## src/rtl/pipe_ctrl_pkg.sv

```systemverilog
// Shared types and constants for the pipeline stall/flush control logic.
package pipe_ctrl_pkg;

  typedef enum logic {
    RUN      = 1'b0,
    LU_STALL = 1'b1
  } hz_state_t;

  localparam logic [4:0] REG_ZERO = 5'd0;

  typedef struct packed {
    logic pc_write;
    logic if_id_write;
    logic if_id_flush;
    logic id_ex_flush;
    logic hazard;
  } ctrl_t;

  // Held while rst is asserted: nothing advances and both pipeline registers load bubbles.
  localparam ctrl_t CTRL_RESET    = '{pc_write: 1'b0, if_id_write: 1'b0, if_id_flush: 1'b1,
                                      id_ex_flush: 1'b1, hazard: 1'b0};
  localparam ctrl_t CTRL_BRANCH   = '{pc_write: 1'b1, if_id_write: 1'b1, if_id_flush: 1'b1,
                                      id_ex_flush: 1'b1, hazard: 1'b0};
  localparam ctrl_t CTRL_LOAD_USE = '{pc_write: 1'b0, if_id_write: 1'b0, if_id_flush: 1'b0,
                                      id_ex_flush: 1'b1, hazard: 1'b1};
  localparam ctrl_t CTRL_FETCH    = '{pc_write: 1'b0, if_id_write: 1'b0, if_id_flush: 1'b0,
                                      id_ex_flush: 1'b1, hazard: 1'b0};
  localparam ctrl_t CTRL_NORMAL   = '{pc_write: 1'b1, if_id_write: 1'b1, if_id_flush: 1'b0,
                                      id_ex_flush: 1'b0, hazard: 1'b0};

endpackage

```

## src/rtl/sat_counter.sv

```systemverilog
// Saturating event counter with synchronous clear and asynchronous reset.
module sat_counter #(
  parameter int W = 16
) (
  input  logic         clk,
  input  logic         rst,
  input  logic         inc,
  input  logic         clr,
  output logic [W-1:0] count
);

  always_ff @(posedge clk or posedge rst) begin
    if (rst) begin
      count <= '0;
    end else if (clr) begin
      count <= '0;
    end else if (inc && (count != {W{1'b1}})) begin
      count <= count + W'(1);
    end
  end

endmodule

```

## src/rtl/hazard_ctrl.sv

```systemverilog
// Stall/flush controller for the IF/ID and ID/EX registers: load-use bubbles,
// taken-branch squash, fetch stall, plus saturating performance counters.
module hazard_ctrl
  import pipe_ctrl_pkg::*;
#(
  parameter int LOAD_BUBBLES = 1,
  parameter int CNT_W        = 16
) (
  input  logic             clk,
  input  logic             rst,
  input  logic             id_valid_i,
  input  logic [4:0]       id_rs_addr_i,
  input  logic [4:0]       id_rt_addr_i,
  input  logic             id_uses_rt_i,
  input  logic             ex_memread_i,
  input  logic [4:0]       ex_rt_addr_i,
  input  logic             branch_taken_i,
  input  logic             fetch_stall_i,
  input  logic             clr_cnt_i,
  output logic             pc_write_o,
  output logic             if_id_write_o,
  output logic             if_id_flush_o,
  output logic             id_ex_flush_o,
  output logic             hazard_o,
  output logic [CNT_W-1:0] stall_cycles_o,
  output logic [CNT_W-1:0] flush_events_o
);

  localparam logic [2:0] BUB_LOAD = 3'(LOAD_BUBBLES - 1);

  hz_state_t  state, state_next;
  logic [2:0] bub_cnt, bub_cnt_next;
  logic       lu_hit;
  ctrl_t      ctrl;

  assign lu_hit = id_valid_i && ex_memread_i && (ex_rt_addr_i != REG_ZERO) &&
                  ((ex_rt_addr_i == id_rs_addr_i) ||
                   (id_uses_rt_i && (ex_rt_addr_i == id_rt_addr_i)));

  always_ff @(posedge clk or posedge rst) begin
    if (rst) begin
      state   <= RUN;
      bub_cnt <= 3'd0;
    end else begin
      state   <= state_next;
      bub_cnt <= bub_cnt_next;
    end
  end

  // A taken branch squashes the stalled instruction, so it abandons any pending bubbles.
  always_comb begin
    state_next   = state;
    bub_cnt_next = bub_cnt;
    if (branch_taken_i) begin
      state_next   = RUN;
      bub_cnt_next = 3'd0;
    end else begin
      case (state)
        RUN: begin
          if (lu_hit && (LOAD_BUBBLES > 1)) begin
            state_next   = LU_STALL;
            bub_cnt_next = BUB_LOAD;
          end
        end
        LU_STALL: begin
          bub_cnt_next = bub_cnt - 3'd1;
          if (bub_cnt == 3'd1) state_next = RUN;
        end
        default: begin
          state_next   = RUN;
          bub_cnt_next = 3'd0;
        end
      endcase
    end
  end

  always_comb begin
    ctrl = CTRL_NORMAL;
    if (rst)                                        ctrl = CTRL_RESET;
    else if (branch_taken_i)                        ctrl = CTRL_BRANCH;
    else if ((state == LU_STALL) || lu_hit)         ctrl = CTRL_LOAD_USE;
    else if (fetch_stall_i)                         ctrl = CTRL_FETCH;
  end

  assign pc_write_o    = ctrl.pc_write;
  assign if_id_write_o = ctrl.if_id_write;
  assign if_id_flush_o = ctrl.if_id_flush;
  assign id_ex_flush_o = ctrl.id_ex_flush;
  assign hazard_o      = ctrl.hazard;

  sat_counter #(.W(CNT_W)) u_stall_cnt (
    .clk   (clk),
    .rst   (rst),
    .inc   (!ctrl.pc_write && !rst),
    .clr   (clr_cnt_i),
    .count (stall_cycles_o)
  );

  sat_counter #(.W(CNT_W)) u_flush_cnt (
    .clk   (clk),
    .rst   (rst),
    .inc   (branch_taken_i),
    .clr   (clr_cnt_i),
    .count (flush_events_o)
  );

endmodule

```

## config.mk

```make
export PLATFORM = sky130hd
export DESIGN_NAME = hazard_ctrl
export DESIGN_NICKNAME = d
export VERILOG_FILES = /design/src/rtl/pipe_ctrl_pkg.sv /design/src/rtl/sat_counter.sv /design/src/rtl/hazard_ctrl.sv
export SDC_FILE = /design/constraint.sdc
export NUM_CORES = 1
export LEC_CHECK = 0
export ABC_AREA = 1
export CAP_MARGIN = 10
export CORE_AREA = 3 3 79 89
export DETAILED_ROUTE_END_ITERATION = 12
export DIE_AREA = 0 0 82 92
export PLACE_DENSITY = 0.74
export SLEW_MARGIN = 0
export SYNTH_ARGS = -nofsm -noshare
export SYNTH_HDL_FRONTEND = slang
export SYNTH_SLANG_ARGS = --single-unit
```

## constraint.sdc

```tcl
create_clock -name clk -period 1.8 [get_ports clk]
set_clock_uncertainty 0.15 [all_clocks]
set_input_delay 0.27 -clock clk [delete_from_list [all_inputs] [get_ports clk]]
set_output_delay 0.27 -clock clk [all_outputs]
set_load 0.1 [all_outputs]
```

==> results.py <==
metrics = {
    "clocking": {
        "clockBufferDepth": 2,
        "cts_sinks": 36,
        "insertion_delay_ps": 290,
        "clk_pin_slew_worst_paths_ps": 70,
        "root_buffer": "clkbuf_8",
        "postCtsHoldBufs": 0,
        "cts_tree": "done",
        "cts-buffers-inserted": 5,
        "ctsHtreeMaxLevel": 2,
    },
    "placement": {
        "dp_hpwl_um": 5230,
        "dp.cells": 498,
        "dpl_cell_area_um2": 3880,
        "gp_congestion": 0.942,
        "port_buffers": 59,
    },
    "global_route": {
        "grt_max_degree": 44,
        "antenna_found_initial": 0,
        "use_met2": 0.327,
        "top_usage_layer": "met2",
        "met3_usage": 0.0422,
        "grt_overflow": 0,
        "grt_util_met1": 0.222,
        "grt_pass1_wl_um": 11300,
        "grt_usage": 0.189,
        "grt_pass1_vias": 2557,
    },
    "synthesis": {
        "synthDominantCellAreaShare": 0.364,
        "postSynth.asyncResetShare": 1.00,
        "synthSimpleGateAreaFrac": 0.368,
        "syn_area_um2": 2470,
        "synth_fa_ha_area_frac": 0.0202,
        "post-synth-top-area-cell": "dfrtp_1",
        "synth_compound_area_frac": 0.0586,
        "yosys.area_share.xor_xnor": 0.0672,
        "synth.area.top_cells": "dfrtp_1 (36%), nand2_1 (12%), inv_1 (8.5%)",
        "synth_top_family_by_area": "simple AND/OR/NAND/NOR gates",
        "muxShareOfSynthArea": 0,
        "syn_inst": 350,
        "ys_warn_count": 0,
        "synth_top_flop_cell": "dfrtp_1",
        "ys_seq_area_frac": 0.364,
        "syn_area_per_cell_um2": 7.07,
        "ys_seq_elements": 36,
        "syn_nets": 377,
        "ys_types": 27,
        "synth_edf_count": 0,
    },
    "timing": {
        "relSlewSlack": 0.787,
        "setup_viol": 0,
        "fmax_ghz": 0.564,
        "min_period_ps": 1770,
        "drv_slew": 0,
        "fin_setup_tns_ps": 0,
        "rsz0062_at_grt": "true",
        "hold_viol": 0,
        "post-route-period-util": 0.984,
        "worstMarginPinSlew_ps": 318,
    },
    "power": {
        "clkPwrFrac": 0.331,
        "switching_share": 0.295,
        "p_int_uw": 1340,
        "p_total_uw": 1900,
        "ir_drop_v": 0.000361,
        "power_frac_seq": 0.441,
        "p_switching_uw": 560,
        "cellPowerDensity_nw_per_um2": 455,
        "p_leak_uw": 0.00187,
        "comb_power_share": 0.228,
    },
    "floorplanning": {
        "rows": 30,
        "start_util": 0.402,
        "io_pins": 60,
        "dieArea_um2": 7540,
        "coreArea_um2": 6160,
        "fp.dieH_um": 92,
        "chipWidth_um": 82,
    },
    "worst_setup_path": {
        "critPathMaxFanout": 4,
        "regToRegEndpoint": "u_flush_cnt.count[8]",
        "r2r-start": "u_flush_cnt.count[1]",
        "critPathRequiredTime_ps": 1380,
        "startpoint_type": "primary input",
        "ff2ff_setup_slack_ps": 80,
        "worstSetupPathType": "primary input to primary output",
        "cp-end-kind": "primary output",
        "cp.arrival_ps": 1350,
        "reg2regPathDepth": 7,
    },
    "drt": {
        "via_per_inst": 5.16,
        "drc": 0,
        "routed_wl_um": 7040,
        "drt-initial-drc-count": 95,
        "dr.pass1.iters": 4,
        "antenna_left": 0,
        "routedWlPerCell_um": 13.6,
        "via_count": 2671,
    },
    "layout": {
        "drive_above_1_share": 0.432,
        "fin_cells": 518,
        "regArea_um2": 992,
        "syn2layout_area_growth_pct": 68.9,
        "n_fill_cell": 462,
        "diodes": 0,
        "nets": 464,
        "post-route-util": 0.679,
        "stdcell_area_um2": 4180,
        "multi_input_area_um2": 1520,
    },
    "job": {
        "drv_cap": 0,
    },
    "outcome": {
        "status": "complete, no violations",
    },
    "hold_path": {
        "min_path_type": "primary input to async pin",
    },
}
## synthesized netlist by cell type (all sizes together), types with 4 or more instances
cell / count
nand2: 83
inv: 56
nand3: 40
dfrtp: 36
nor2: 36
nand4: 22
nor3: 17
xor2: 17
o21ai: 13
a21oi: 7
buf: 5
clkbuf: 4
ha: 4
o31ai: 4
## area by class of cell
| class | instances | share of cell area |
|---|---|---|
| clock buffer | 8 | 0.0240 |
| inverter | 57 | 0.0620 |
| sequential | 36 | 0.237 |
| tap | 80 | 0.0240 |
| timing repair buffer | 88 | 0.288 |
| multi-input combinational | 249 | 0.365 |
## how the worst max path moves through the flow
stage / from / endpoint / slack (ps) / cells after the start
detailed placement: ex_rt_addr_i[1] / hazard_o / -530 / 12
CTS: id_rt_addr_i[3] / pc_write_o / 0.4 / 11
finish: ex_rt_addr_i[1] / pc_write_o / 30 / 11
global placement: ex_rt_addr_i[1] / pc_write_o / -470 / 10
global route: ex_rt_addr_i[1] / pc_write_o / -40 / 11
floorplan: id_rt_addr_i[0] / pc_write_o / -390 / 11
## sequential cells by signal (all words and copies together) (netlist names)
register,count
bub_cnt,3
state,1
u_flush_cnt.count,16
u_stall_cnt.count,16
## layout by cell type (no fill, tap or decap), types with 4 or more instances in the layout
master,n
nor2_1,28
inv_4,4
nand3_1,27
nor3_2,5
dfrtp_4,20
inv_1,36
nor2_2,5
o21ai_0,7
dfrtp_2,13
nand4_1,22
nand2_2,11
nor3_1,9
clkbuf_8,7
o21ai_1,6
buf_2,4
buf_6,8
inv_2,12
buf_12,39
o31ai_1,4
nand3_2,11
a21oi_1,6
buf_4,26
clkdlybuf4s50_1,4
nand2_1,69
xor2_1,17
## stage by stage
step                setup WS, ps  hold slack (ps)
finish                      28.0              387
global route               -39.9              413
CTS                        0.425              391
detailed placement          -528              388
global placement            -470              370
floorplan                   -392              183
## kinds of logic after synthesis
group | after synthesis
AND/OR/NAND/NOR | 199
flip-flops | 36
AO/OA/AOI/OAI | 26
adder cells (fa/ha/maj) | 4
XOR/XNOR | 19
buffers and inverters | 66
## layer usage
layer / part of all wire / wire length (um) / vias up
met5: 0 / 0 / -
met4: 0.028 / 199 / 0
met3: 0.037 / 262 / 19
met2: 0.53 / 3740 / 72
met1: 0.40 / 2830 / 1274
li1: - / - / 1306
## power by group through the flow
stage	Combinational, uW	Clock [uW]	Sequential, uW
final	434	629	837
after global routing	460	689	838
after CTS	401	645	837
after detailed placement	416	0	854
after global placement	410	0	854
after floorplan	184	0	913
## what timing repair did
action / CTS / global route
pin swaps: 16 / 23
gates cloned: 0 / 1
resized for setup: 67 / 56
setup endpoints to repair: 20 / 30
setup buffers: 1 / 10
## critical path: stages
cell	delay [ps]
buf_8	110
inv_8	40
nand2_2	40
nand2_2	60
nor2_2	40
nand3_1	70
nand2_1	60
nand2_2	100
nand3_4	80
a21oi_4	240
buf_12	210
(Power assumes the default switching activity.)
